<file path="config.mk">
export PLATFORM = sky130hd
export DESIGN_NAME = seg_scan_controller
export DESIGN_NICKNAME = d
export VERILOG_FILES = /design/src/rtl/seg_scan_controller.sv
export SDC_FILE = /design/constraint.sdc
export NUM_CORES = 1
export LEC_CHECK = 0
export CORE_AREA = 2 2 78 87
export CTS_BUF_LIST = sky130_fd_sc_hd__clkbuf_2
export DETAILED_ROUTE_END_ITERATION = 10
export DIE_AREA = 0 0 80 89
export GPL_ROUTABILITY_DRIVEN = 0
export SYNTH_ARGS = -nofsm -noshare
export SYNTH_HDL_FRONTEND = slang
export SYNTH_SLANG_ARGS = --single-unit
</file>
<file path="constraint.sdc">
create_clock -name clk -period 2.9 [get_ports clk]
set_input_delay 0.87 -clock clk [delete_from_list [all_inputs] [get_ports clk]]
set_output_delay 0.87 -clock clk [all_outputs]
set_load 0.005 [all_outputs]
</file>
<file path="src/rtl/seg_scan_controller.sv">
// Scan and rotation controller for a 4-digit multiplexed seven-segment display.
// Blanks each digit slot briefly to avoid ghosting and steps the message offset every ROT_FRAMES frames.
module seg_scan_controller #(
    parameter int REFRESH_DIV  = 50000,
    parameter int BLANK_CYCLES = 500,
    parameter int ROT_FRAMES   = 200
) (
    input  logic       clk,
    input  logic       reset,
    input  logic       enable,
    input  logic       dir,
    input  logic       hold,
    output logic [3:0] rot_counter,
    output logic [1:0] regSel,
    output logic [3:0] an,
    output logic       frame_done,
    output logic       step
);

    localparam int SLOT_W  = (REFRESH_DIV > 1) ? $clog2(REFRESH_DIV) : 1;
    localparam int FRAME_W = (ROT_FRAMES > 1) ? $clog2(ROT_FRAMES) : 1;

    localparam logic [SLOT_W-1:0]  BLANK_LAST = SLOT_W'(BLANK_CYCLES - 1);
    localparam logic [SLOT_W-1:0]  SLOT_LAST  = SLOT_W'(REFRESH_DIV - 1);
    localparam logic [SLOT_W-1:0]  SLOT_ONE   = SLOT_W'(1);
    localparam logic [FRAME_W-1:0] FRAME_LAST = FRAME_W'(ROT_FRAMES - 1);
    localparam logic [FRAME_W-1:0] FRAME_ONE  = FRAME_W'(1);

    typedef enum logic [1:0] {
        ST_IDLE  = 2'd0,
        ST_BLANK = 2'd1,
        ST_DRIVE = 2'd2
    } state_t;

    state_t             state_q, state_d;
    logic [SLOT_W-1:0]  slot_q, slot_d;
    logic [FRAME_W-1:0] frame_q, frame_d;
    logic [3:0]         rot_q, rot_d;
    logic [1:0]         sel_q, sel_d;
    logic [3:0]         an_q, an_d;
    logic               frame_done_q, frame_done_d;
    logic               step_q, step_d;

    always_ff @(posedge clk or posedge reset) begin
        if (reset) begin
            state_q      <= ST_IDLE;
            slot_q       <= '0;
            frame_q      <= '0;
            rot_q        <= 4'd0;
            sel_q        <= 2'd0;
            an_q         <= 4'b1111;
            frame_done_q <= 1'b0;
            step_q       <= 1'b0;
        end else begin
            state_q      <= state_d;
            slot_q       <= slot_d;
            frame_q      <= frame_d;
            rot_q        <= rot_d;
            sel_q        <= sel_d;
            an_q         <= an_d;
            frame_done_q <= frame_done_d;
            step_q       <= step_d;
        end
    end

    always_comb begin
        state_d      = state_q;
        slot_d       = slot_q;
        frame_d      = frame_q;
        rot_d        = rot_q;
        sel_d        = sel_q;
        frame_done_d = 1'b0;
        step_d       = 1'b0;

        case (state_q)
            ST_IDLE: begin
                if (enable) begin
                    state_d = ST_BLANK;
                    slot_d  = '0;
                    sel_d   = 2'd0;
                end
            end

            ST_BLANK: begin
                if (!enable) begin
                    state_d = ST_IDLE;
                    slot_d  = '0;
                    sel_d   = 2'd0;
                end else begin
                    slot_d = slot_q + SLOT_ONE;
                    if (slot_q == BLANK_LAST) begin
                        state_d = ST_DRIVE;
                    end
                end
            end

            ST_DRIVE: begin
                if (!enable) begin
                    // Dropping enable abandons the frame: no wrap pulses, offset and frame count kept.
                    state_d = ST_IDLE;
                    slot_d  = '0;
                    sel_d   = 2'd0;
                end else if (slot_q == SLOT_LAST) begin
                    state_d = ST_BLANK;
                    slot_d  = '0;
                    sel_d   = sel_q + 2'd1;
                    if (sel_q == 2'd3) begin
                        frame_done_d = 1'b1;
                        if (frame_q == FRAME_LAST) begin
                            frame_d = '0;
                            if (!hold) begin
                                step_d = 1'b1;
                                rot_d  = dir ? (rot_q - 4'd1) : (rot_q + 4'd1);
                            end
                        end else begin
                            frame_d = frame_q + FRAME_ONE;
                        end
                    end
                end else begin
                    slot_d = slot_q + SLOT_ONE;
                end
            end

            default: begin
                state_d = ST_IDLE;
                slot_d  = '0;
                sel_d   = 2'd0;
            end
        endcase

        // Anodes follow the next state so the registered copy lines up with state_q.
        an_d = (state_d == ST_DRIVE) ? ~(4'b0001 << sel_d) : 4'b1111;
    end

    assign rot_counter = rot_q;
    assign regSel      = sel_q;
    assign an          = an_q;
    assign frame_done  = frame_done_q;
    assign step        = step_q;

endmodule

</file>
* Word level (Yosys, flattened, before mapping)
Cells that the tools add are included.
W data, S select, Z words.
** Word-level totals
- Register bits after elaboration :: 38
- Input bits :: 5
** Operators by class
- Add/sub/neg operators :: 5
- Equality and inequality tests :: 8
- Shift operators :: 1
- Muxes and demuxes :: 29
- Bitwise operators :: 2
- Reduce and logical (&&, ||, !) cells :: 3
** Operators by type and width (count)
- $mux W16 :: 4
- $pmux W16 S3 :: 1
- $mux W2 :: 9
- $add A16 B1 Y16 const B :: 1
- $eq A16 B16 Y1 const B :: 1
- $eq A16 B9 Y1 const B :: 1
- $pmux W2 S3 :: 2
- $mux W1 :: 10
- $add A8 B1 Y8 const B :: 1
- $eq A8 B8 Y1 const B :: 1
- $mux W4 :: 2
- $mux W8 :: 1
- $eq A2 B2 Y1 const B :: 3
- $reduce_and A6 Y1 :: 1
- $add A4 B1 Y4 const B :: 1
- $not A4 Y4 :: 1
- $reduce_and A4 Y1 :: 1
- $shl A1 B2 Y4 const A :: 1
- $sub A4 B1 Y4 const B :: 1
- $add A2 B1 Y2 const B :: 1
- $eq A2 B1 Y1 const B :: 1
- $logic_not A2 Y1 :: 1
- $ne A2 B2 Y1 const B :: 1
- $not A1 Y1 :: 1

* Depth between registers and ports, before layout
Gate-level depths: netlist (run 1).
- Depth in word-level cells :: 7
- Mapped depth :: 8
- Mapped depth without buffers :: 8

* Worst setup path before layout (run 1)
No wires, ideal clock.
- Path type :: input to register
- Start point :: in enable
- End point :: reg rot_q[3], in the netlist rot_counter[3]
- Setup time :: 79 ps
- Arrival time :: 1970 ps
- Data required time :: 2821 ps
- Setup slack :: 851 ps
- Stages :: 6
- Buffers on the path :: 1
- Path through :: buf_2 nand2_1 nor4_4 nand2_2 nor2_1 xor2_1
** Between the ends
- Cells in the longest elaborated chain, start to end :: 1
** RTL lines
- from (decl) :: RTL line 10 : input logic enable,
- $reduce_and A6 Y1 (no line)
- to (signal assigned) :: RTL line 58 : rot_q <= rot_d;
- to (decl) :: RTL line 38 : logic [3:0] rot_q, rot_d;
Every way passes these cells.
A chain may end at the register's enable or synchronous reset.

* Worst setup path after layout (run 1)
- Start point :: reg an_q[2], in the netlist an[2]
- End point :: out an[2]
** RTL lines
- from (decl) :: RTL line 40 : logic [3:0] an_q, an_d;
- from (signal assigned) :: RTL line 60 : an_q <= an_d;
- to (decl) :: RTL line 15 : output logic [3:0] an,
No word-level cell between the ends.

==> run_results.csv, run 1 <==
group,metric,value,unit
run_status,status,"finished clean",
logic_synthesis,yosysSeqAreaShare,45.26,%
power_and_ir_drop,p_sw,0.0003455,W
power_and_ir_drop,power,0.001046,W
timing,setup_viol,0,
power_and_ir_drop,p_leak,1.069,nW
finish,syn2layout_area_growth,15.05,%
route,drtAntennaViolNets,0,
worst_setup_path,rr_endpoint,"slot_q[6]",
grt,grt_antenna_before_repair,0,
clock_network,clk_pin_slew,0.21,ns
clock_network,cts_tree,"built",
clock_network,clk_latency,0.39,ns
worst_setup_path,cpPeakStageDelay,0.56,ns
finish,diodes,0,
die,io_pins,17,
power_and_ir_drop,pwr-share-clk,22.3,%
timing,fin_setup_tns,0,ns
power_and_ir_drop,seq_power_share,54.3,%
power_and_ir_drop,power_density,430.4,nW/um2
worst_setup_path,crit_family,"flip-flops",
timing,fmax,433.3,MHz
hold_path,hold_start,"rot_counter[3]",
grt,grt_start_max_net_pins,39,
route,via_count,1662,
logic_synthesis,postSynthCellCount,220,
power_and_ir_drop,ir_drop,188.0,uV
power_and_ir_drop,combPwrFrac,23.4,%
grt,grt_overflow_total,0,
logic_synthesis,ys_ff_latch,38,
timing,drv_slew,0,
timing,tightestPinTransition,0.6232,ns
die,dieArea,7120,um2
worst_setup_path,crit_path_start_kind,"flip-flop",
die,die_width,80,um
finish,layout.cells.most_common_list,"34 x dfrtp_1, 31 x nand2_1, 20 x o21ai_0",
finish,regArea,955.9,um2
route,dr.pass1.iters,4,
finish,mostFrequentLayoutCell,"dfrtp_1",
logic_synthesis,ys_types,45,
die,core_area,6156,um2
worst_setup_path,end_kind,"primary output",
clock_network,hold_buffers,0,
clock_network,cts.sinks,38,
worst_setup_path,worstPathArrival,1.44,ns
timing,layout_min_cycle_time,2.308,ns
hold_path,hold_path_class,"flip-flop to flip-flop",
clock_network,cts_resized,0,
route,viasPerCell,5.114,
die,rows,30,
route,totalWireLength,4159,um
worst_setup_path,r2r_slack,0.72,ns
power_and_ir_drop,power.internal,0.0007002,W
timing,rsz0062_at_grt,"false",
worst_setup_path,crit_buf_inv,1,
grt,grtUsageTotal,13.05,%
clock_network,post-cts-setup-buffers,0,
worst_setup_path,critical_path_peak_fanout,1,
clock_network,clockBufferDepth,2,
hold_path,min_path_cells,1,
finish,fill_cells,616,
logic_synthesis,netlist_area,2112,um2
route,first_iter_violations,108,
place,numPortBuffers,16,
worst_setup_path,slowest_stage,"dfstp_2",
finish,multiInputGateArea,1094,um2
clock_network,root_buffer,"clkbuf_2",
logic_synthesis,postSynthAreaPerCell,9.600,um2
finish,nNetsFinal,259,
route,route.detailed.drc,0,
worst_setup_path,reg2reg_depth,6,
flow_run,cap_violations,0,
grt,grt_pass1_vias,1571,
finish,drive_gt1_share,11.02,%
worst_setup_path,path_class,"flip-flop to primary output",
power_and_ir_drop,switching_share,33.04,%
timing,hold_violations,0,
logic_synthesis,syn_nets,235,
hold_path,holdPathEnd,"rot_counter[3]",
timing,fin_crit_sh,79.58,%
route,wl_per_cell,12.80,um
logic_synthesis,yosysWarningCount,0,
timing,skew,0.01679,ns
place,hpwl,2988,um
grt,grt_pass1_wl,7458,um
worst_setup_path,path_cells,"clkdlybuf4s50_1",
die,start_util,34.31,%
die,chipHeight,89,um
clock_network,cts_made_buffers,5,
timing,slew_headroom,58.07,%
clock_network,htreeDepth,2,
worst_setup_path,r2r_start,"slot_q[0]",
worst_setup_path,worst_ep_required_time,2.03,ns
[routing by layer]
metal	GRT usage [%]	share of wire (%)
met1	18.62	49
met2	20.45	47
met3	3.232	4.2
met4	2.311	0.43
met5	0	0
[logic make-up after synthesis]
kind of cell | after synthesis | share of synthesized area [%]
compound gates | 46 | 14.81
buf+inv | 15 | 2.962
fa+ha+maj | 10 | 6.280
xor+xnor | 8 | 3.318
simple gates | 101 | 26.42
flops | 38 | 45.26
mux | 2 | 0.9479
[layout make-up]
class | count | share of cell area, %
Clock buffer | 5 | 1.030
Timing Repair Buffer | 21 | 8.136
Sequential cell | 38 | 39.34
Tap cell | 80 | 4.119
Clock inverter | 3 | 0.6694
Multi-Input combinational cell | 167 | 45.01
Inverter | 11 | 1.699
[cells in the mapped netlist, drive strengths merged]
| cell type | count | area [um2] |
|---|---|---|
| a31oi | 3 | 18.77 |
| and4b | 1 | 10.01 |
| o31ai | 5 | 37.54 |
| nor3 | 7 | 40.04 |
| a41oi | 1 | 27.53 |
| nand3 | 14 | 70.07 |
| and3 | 5 | 31.28 |
| dfrtp | 34 | 850.8 |
| nand2 | 32 | 122.6 |
| inv | 11 | 41.29 |
| mux2i | 2 | 20.02 |
| o41ai | 1 | 8.760 |
| xnor2 | 5 | 43.79 |
| or4 | 1 | 7.510 |
| nor2b | 1 | 6.260 |
| nor4 | 4 | 40.04 |
| xor2 | 3 | 26.28 |
| a22o | 3 | 26.28 |
| a21o | 3 | 22.52 |
| nand4 | 9 | 62.56 |
| nor3b | 1 | 18.77 |
| fa | 1 | 20.02 |
| and4bb | 2 | 25.02 |
| buf | 2 | 12.51 |
| dfstp | 4 | 105.1 |
| a211oi | 1 | 7.510 |
| a21oi | 6 | 33.78 |
| or3 | 3 | 18.77 |
| ha | 9 | 112.6 |
| a2bb2oi | 1 | 15.01 |
| clkbuf | 2 | 8.750 |
| nand2b | 3 | 18.77 |
| o21ai | 21 | 105.1 |
| and2 | 3 | 18.77 |
| nor2 | 14 | 52.55 |
| a41o | 1 | 10.01 |
| nor4b | 1 | 15.01 |
[through the flow]
stage	instance area, um2	hold slack (ns)	util [%]	setup WS, ns	std cells
6_report	2430	0.4904	39.47	0.5922	325
3_5_place_dp	2389	0.4646	38.80	0.3596	317
4_1_cts	2430	0.4891	39.47	0.5689	325
2_1_floorplan	2112	0.4456	-	0.8506	220
5_1_grt	2430	0.5106	39.47	0.5005	325
3_3_place_gp	2389	0.4618	38.80	0.3958	317
[sequential cells by signal, indices dropped and copies added, names as in the netlist]
register,cells
state_q,2
regSel,2
frame_q,8
slot_q,16
an,4
step,1
frame_done,1
rot_counter,4
[power groups by stage]
stage	logic, W	clock network [W]	registers, W
floorplan	0.000185	0	0.000571
global placement	0.000247	0	0.000576
detailed placement	0.000248	0	0.000577
CTS	0.000250	0.000248	0.000568
global route	0.000280	0.000275	0.000573
finish	0.000245	0.000233	0.000567
[how the worst max path moves through the flow]
stage          cells past startpoint        endpoint  slack [ns]   start
2_1_floorplan                      6  rot_counter[3]        0.85  enable
3_5_place_dp                       6  rot_counter[3]        0.36  enable
3_3_place_gp                       6  rot_counter[3]        0.40  enable
6_report                           1           an[2]        0.59   an[2]
5_1_grt                            1           an[0]        0.50   an[0]
4_1_cts                            1           an[0]        0.57   an[0]
Power figures use the tool's default switching activity.
==> inputs of run 2 (changes only) <==
Clock period 2.9 ns to 2.2 ns, I/O delays scaled along.
==> run 2 against run 1 <==
Net effect:
- setup slack worse by 0.45 ns
- flip-flop and latch count stayed put
- count of clock-buffer cells in the layout is 1 higher
- critical path depth stayed put
- via count is 4.0% higher
- global-route usage hardly changed
- power is 37% higher
- first-iteration DRC count is 39% lower
- combinational power is 59% higher
- hold slack worse by 0.015 ns
- non-clock buffer count is 12 higher
- largest cell class unchanged
- largest power group unchanged
- highest routed layer unchanged
==> run_results.csv, run 2 (synthesized netlist as in run 1, its figures left out) <==
group,metric,value,unit
worst_setup_path,path_cells,"clkdlybuf4s50_1",
die,rows,30,
finish,nNetsFinal,271,
die,dieArea,7120,um2
worst_setup_path,crit_family,"flip-flops",
timing,layout_min_cycle_time,2.053,ns
worst_setup_path,slowest_stage,"dfstp_2",
route,wl_per_cell,12.81,um
power_and_ir_drop,power_density,561.2,nW/um2
clock_network,clk_latency,0.37,ns
worst_setup_path,r2r_start,"slot_q[0]",
worst_setup_path,critical_path_peak_fanout,1,
timing,rsz0062_at_grt,"false",
run_status,status,"finished clean",
die,io_pins,17,
route,route.detailed.drc,0,
route,dr.pass1.iters,4,
worst_setup_path,worstPathArrival,1.39,ns
route,first_iter_violations,66,
timing,tightestPinTransition,0.5288,ns
timing,hold_violations,0,
timing,skew,0.01308,ns
clock_network,cts.sinks,38,
timing,slew_headroom,64.42,%
route,viasPerCell,5.131,
route,drtAntennaViolNets,0,
grt,grt_pass1_wl,7334,um
power_and_ir_drop,ir_drop,214.3,uV
timing,fin_setup_tns,0,ns
finish,fill_cells,617,
clock_network,htreeDepth,2,
route,via_count,1729,
hold_path,holdPathEnd,"rot_counter[3]",
finish,mostFrequentLayoutCell,"dfrtp_1",
worst_setup_path,rr_endpoint,"slot_q[14]",
clock_network,clockBufferDepth,2,
timing,fmax,487.1,MHz
die,die_width,80,um
clock_network,clk_pin_slew,0.17,ns
worst_setup_path,r2r_slack,0.21,ns
finish,largest_reg_flops,16,
clock_network,cts_made_buffers,5,
grt,grt_start_max_net_pins,39,
place,hpwl,3107,um
hold_path,hold_path_class,"flip-flop to flip-flop",
die,core_area,6156,um2
clock_network,hold_buffers,0,
worst_setup_path,crit_buf_inv,1,
worst_setup_path,crit_cells,1,
worst_setup_path,cpPeakStageDelay,0.55,ns
finish,drive_gt1_share,15.56,%
finish,syn2layout_area_growth,20.91,%
finish,final_util,41.48,%
route,totalWireLength,4317,um
timing,drv_slew,0,
finish,reg_top3,"slot_q x16, frame_q x8",
hold_path,hold_start,"rot_counter[3]",
worst_setup_path,reg2reg_depth,8,
finish,diodes,0,
grt,grt_overflow_total,0,
die,chipHeight,89,um
power_and_ir_drop,p_leak,1.138,nW
timing,fin_crit_sh,93.32,%
flow_run,cap_violations,0,
place,numPortBuffers,16,
finish,layout.cells.most_common_list,"34 x dfrtp_1, 31 x nand2_1, 20 x o21ai_0",
hold_path,min_path_cells,1,
clock_network,root_buffer,"clkbuf_2",
worst_setup_path,path_class,"flip-flop to primary output",
clock_network,cts_tree,"built",
worst_setup_path,worst_ep_required_time,1.54,ns
finish,top_register,"slot_q",
grt,grt_antenna_before_repair,0,
grt,grt_pass1_vias,1682,
worst_setup_path,crit_path_start_kind,"flip-flop",
worst_setup_path,end_kind,"primary output",
timing,setup_viol,0,
grt,grtUsageTotal,13.00,%
die,start_util,34.31,%
## run 2: cell count changes in the layout (fill, tap and decap cells not counted)
cell        previous run  this run
buf_4                  5        15
buf_12                 0         2
clkbuf_2               5         6
clkinvlp_4             1         0
ha_1                   9         8
ha_2                   0         1
nor4b_2                1         0
nor4b_4                0         1
## run 2: how the worst max path moves through the flow
stage | startpoint | end
2_1_floorplan | enable | rot_counter[3]
3_3_place_gp | enable | frame_q[3]
3_5_place_dp | enable | frame_q[3]
4_1_cts | slot_q[0] | slot_q[6]
5_1_grt | slot_q[0] | an[2]
6_report | an[0] | an[0]
## run 2: power breakdown
part	internal [W]	leakage, nW	switching [W]
Clock	0.0000784	0.0304	0.000217
Combinational	0.000183	0.599	0.000207
Sequential	0.000719	0.509	0.0000292
Total	0.000981	1.14	0.000453
## run 2: timing repair
item                                   CTS  global route
setup buffers                            0             2
resized for setup                        0             2
endpoints found under the hold margin    0             0
setup endpoints to repair                0            14
## run 2: cell type report
| cell class | instances | area [um2] | share of cell area, % |
|---|---|---|---|
| sequential | 38 | 955.9 | 37.43 |
| tap | 80 | 100.1 | 3.920 |
| clock inverter | 2 | 8.758 | 0.3430 |
| multi-input combinational | 167 | 1105 | 43.26 |
| inverter | 11 | 41.29 | 1.617 |
| timing repair buffer | 33 | 312.8 | 12.25 |
| clock buffer | 6 | 30.03 | 1.176 |
## run 2: layer usage
| metal | global-route usage (%) | vias to the layer above | part of all wire (%) |
|---|---|---|---|
| met1 | 16.61 | 804 | 49 |
| met5 | 0 | - | 0 |
| met3 | 2.727 | 7 | 3.7 |
| met2 | 22.20 | 46 | 46 |
| met4 | 4.006 | 0 | 1.3 |
| li1 | - | 872 | - |
## run 2: per-stage QoR
stage               instances  area [um2]  setup slack [ns]  hold slack, ns  total power [W]
floorplan                 220        2112            0.3606          0.4456        0.0009970
global placement          327        2476           -0.1268          0.4570         0.001121
detailed placement        327        2476           -0.1744          0.4625         0.001124
CTS                       335        2515           0.08055          0.4841         0.001431
global route              337        2554           0.01032          0.5119         0.001545
finish                    337        2554            0.1470          0.4757         0.001433
==> inputs of run 3 (changes only) <==
Settings changed: REMOVE_ABC_BUFFERS set to 1.
==> run 3 against run 2 <==
Net effect:
- register-to-register slack got worse by 0.02 ns
- sequential share of layout area rose by 0.055 points
- combinational power rose by 2%
- non-clock buffer count rose by 3
- critical path depth did not move
- clock skew rose by 0.011 ns
- count of clock-buffer cells in the layout rose by 2
- setup slack got worse by 0.015 ns
- design area fell by 0.15%
- first-iteration DRC count fell by 30%
- sequential power barely moved
- critical path type unchanged
- largest power group unchanged
==> run_results.csv, run 3 (synthesized netlist as in run 1, its figures left out) <==
group,metric,value,unit
die,core_area,6156,um2
route,viasPerCell,5.112,
clock_network,clockBufferDepth,2,
timing,slew_headroom,66.87,%
finish,final_util,41.42,%
worst_setup_path,reg2reg_depth,7,
clock_network,htreeDepth,2,
power_and_ir_drop,power_density,572.8,nW/um2
die,start_util,34.31,%
route,totalWireLength,4279,um
worst_setup_path,r2r_slack,0.19,ns
timing,rsz0062_at_grt,"false",
clock_network,cts_made_buffers,5,
timing,tightestPinTransition,0.4924,ns
timing,drv_slew,0,
grt,grt_pass1_wl,7569,um
worst_setup_path,end_kind,"primary output",
worst_setup_path,crit_family,"flip-flops",
clock_network,cts.sinks,38,
place,hpwl,3180,um
worst_setup_path,cpPeakStageDelay,0.54,ns
worst_setup_path,critical_path_peak_fanout,1,
grt,grt_start_max_net_pins,25,
route,wl_per_cell,12.59,um
worst_setup_path,worstSetupStartpoint,"an[0]",
finish,top_register,"slot_q",
hold_path,hold_start,"rot_counter[3]",
route,drtAntennaViolNets,0,
die,io_pins,17,
worst_setup_path,slowest_stage,"dfstp_2",
finish,diodes,0,
finish,nNetsFinal,274,
timing,worst_slack,0.1323,ns
clock_network,cts_tree,"built",
die,chipHeight,89,um
grt,grt_antenna_before_repair,0,
timing,skew,0.02395,ns
hold_path,hold_path_class,"flip-flop to flip-flop",
worst_setup_path,crit_buf_inv,1,
die,rows,30,
grt,grtUsageTotal,13.32,%
finish,mostFrequentLayoutCell,"dfrtp_1",
clock_network,hold_buffers,0,
finish,reg_top3,"slot_q x16, frame_q x8",
die,die_width,80,um
power_and_ir_drop,p_leak,1.148,nW
clock_network,clk_pin_slew,0.16,ns
place,numPortBuffers,16,
finish,layout.cells.most_common_list,"34 x dfrtp_1, 31 x nand2_1, 20 x o21ai_0, 20 x buf_4, 16 x clkdlybuf4s50_1",
route,first_iter_violations,46,
finish,syn2layout_area_growth,20.73,%
worst_setup_path,worst_ep_required_time,1.54,ns
timing,hold_slack,0.4847,ns
grt,grt_overflow_total,0,
run_status,status,"finished clean",
timing,hold_violations,0,
worst_setup_path,worstPathArrival,1.41,ns
timing,fin_crit_sh,93.99,%
worst_setup_path,r2r_start,"slot_q[0]",
worst_setup_path,path_class,"flip-flop to primary output",
die,dieArea,7120,um2
power_and_ir_drop,ir_drop,260.0,uV
finish,drive_gt1_share,16.54,%
worst_setup_path,path_cells,"clkdlybuf4s50_1",
route,via_count,1738,
hold_path,holdPathEnd,"rot_counter[3]",
timing,fmax,483.6,MHz
route,dr.pass1.iters,4,
flow_run,cap_violations,0,
clock_network,root_buffer,"clkbuf_2",
clock_network,clk_latency,0.38,ns
route,route.detailed.drc,0,
timing,layout_min_cycle_time,2.068,ns
worst_setup_path,rr_endpoint,"an[2]",
grt,grt_pass1_vias,1677,
place,dp_slack,-0.1464,ns
finish,largest_reg_flops,16,
timing,setup_viol,0,
hold_path,min_path_cells,1,
worst_setup_path,crit_path_start_kind,"flip-flop",
[run 3: area by class of cell]
type	count	area [um2]
clock buffers	8	40.04
fillers	609	3606
inverters	11	41.29
multi-input cells	167	1102
flip-flops and latches	38	955.9
well taps	80	100.1
repair buffers	36	310.3
[run 3: stage by stage]
| stage | instance area (um2) | instances | setup TNS, ns | total power [W] |
|---|---|---|---|---|
| 2_1_floorplan | 2091 | 216 | 0 | 0.0009847 |
| 3_3_place_gp | 2486 | 330 | -1.067 | 0.001135 |
| 3_5_place_dp | 2486 | 330 | -1.949 | 0.001144 |
| 4_1_cts | 2526 | 338 | 0 | 0.001462 |
| 5_1_grt | 2550 | 340 | 0 | 0.001565 |
| 6_report | 2550 | 340 | 0 | 0.001461 |
[run 3: timing repair]
item                       in CTS  in global routing
setup buffers                   0                  2
setup endpoints to repair       0                 10
resized for setup               0                  1
[run 3: metal layers]
metal  part of all wire [%]  GRT usage (%)  up-vias
li1                       -              -      869
met1                     49          17.94      839
met2                     47          21.67       24
met3                    2.6          2.424        6
met4                   0.98          4.622        0
met5                      0              0        -
[run 3: how the worst max path moves through the flow]
stage                             to  slack (ns)  cells past startpoint
after floorplan            slot_q[6]        0.37                      6
after global placement     slot_q[6]       -0.10                      5
after detailed placement  frame_q[3]       -0.15                      6
after CTS                  slot_q[6]        0.07                      6
after global routing           an[3]        0.01                      7
final                          an[0]        0.13                      1
[run 3: where the power goes]
| group | switching [W] | internal (W) | total [W] |
|---|---|---|---|
| Clock | 0.000222 | 0.0000939 | 0.000316 |
| Sequential | 0.0000295 | 0.000719 | 0.000749 |
| Combinational | 0.000209 | 0.000187 | 0.000396 |
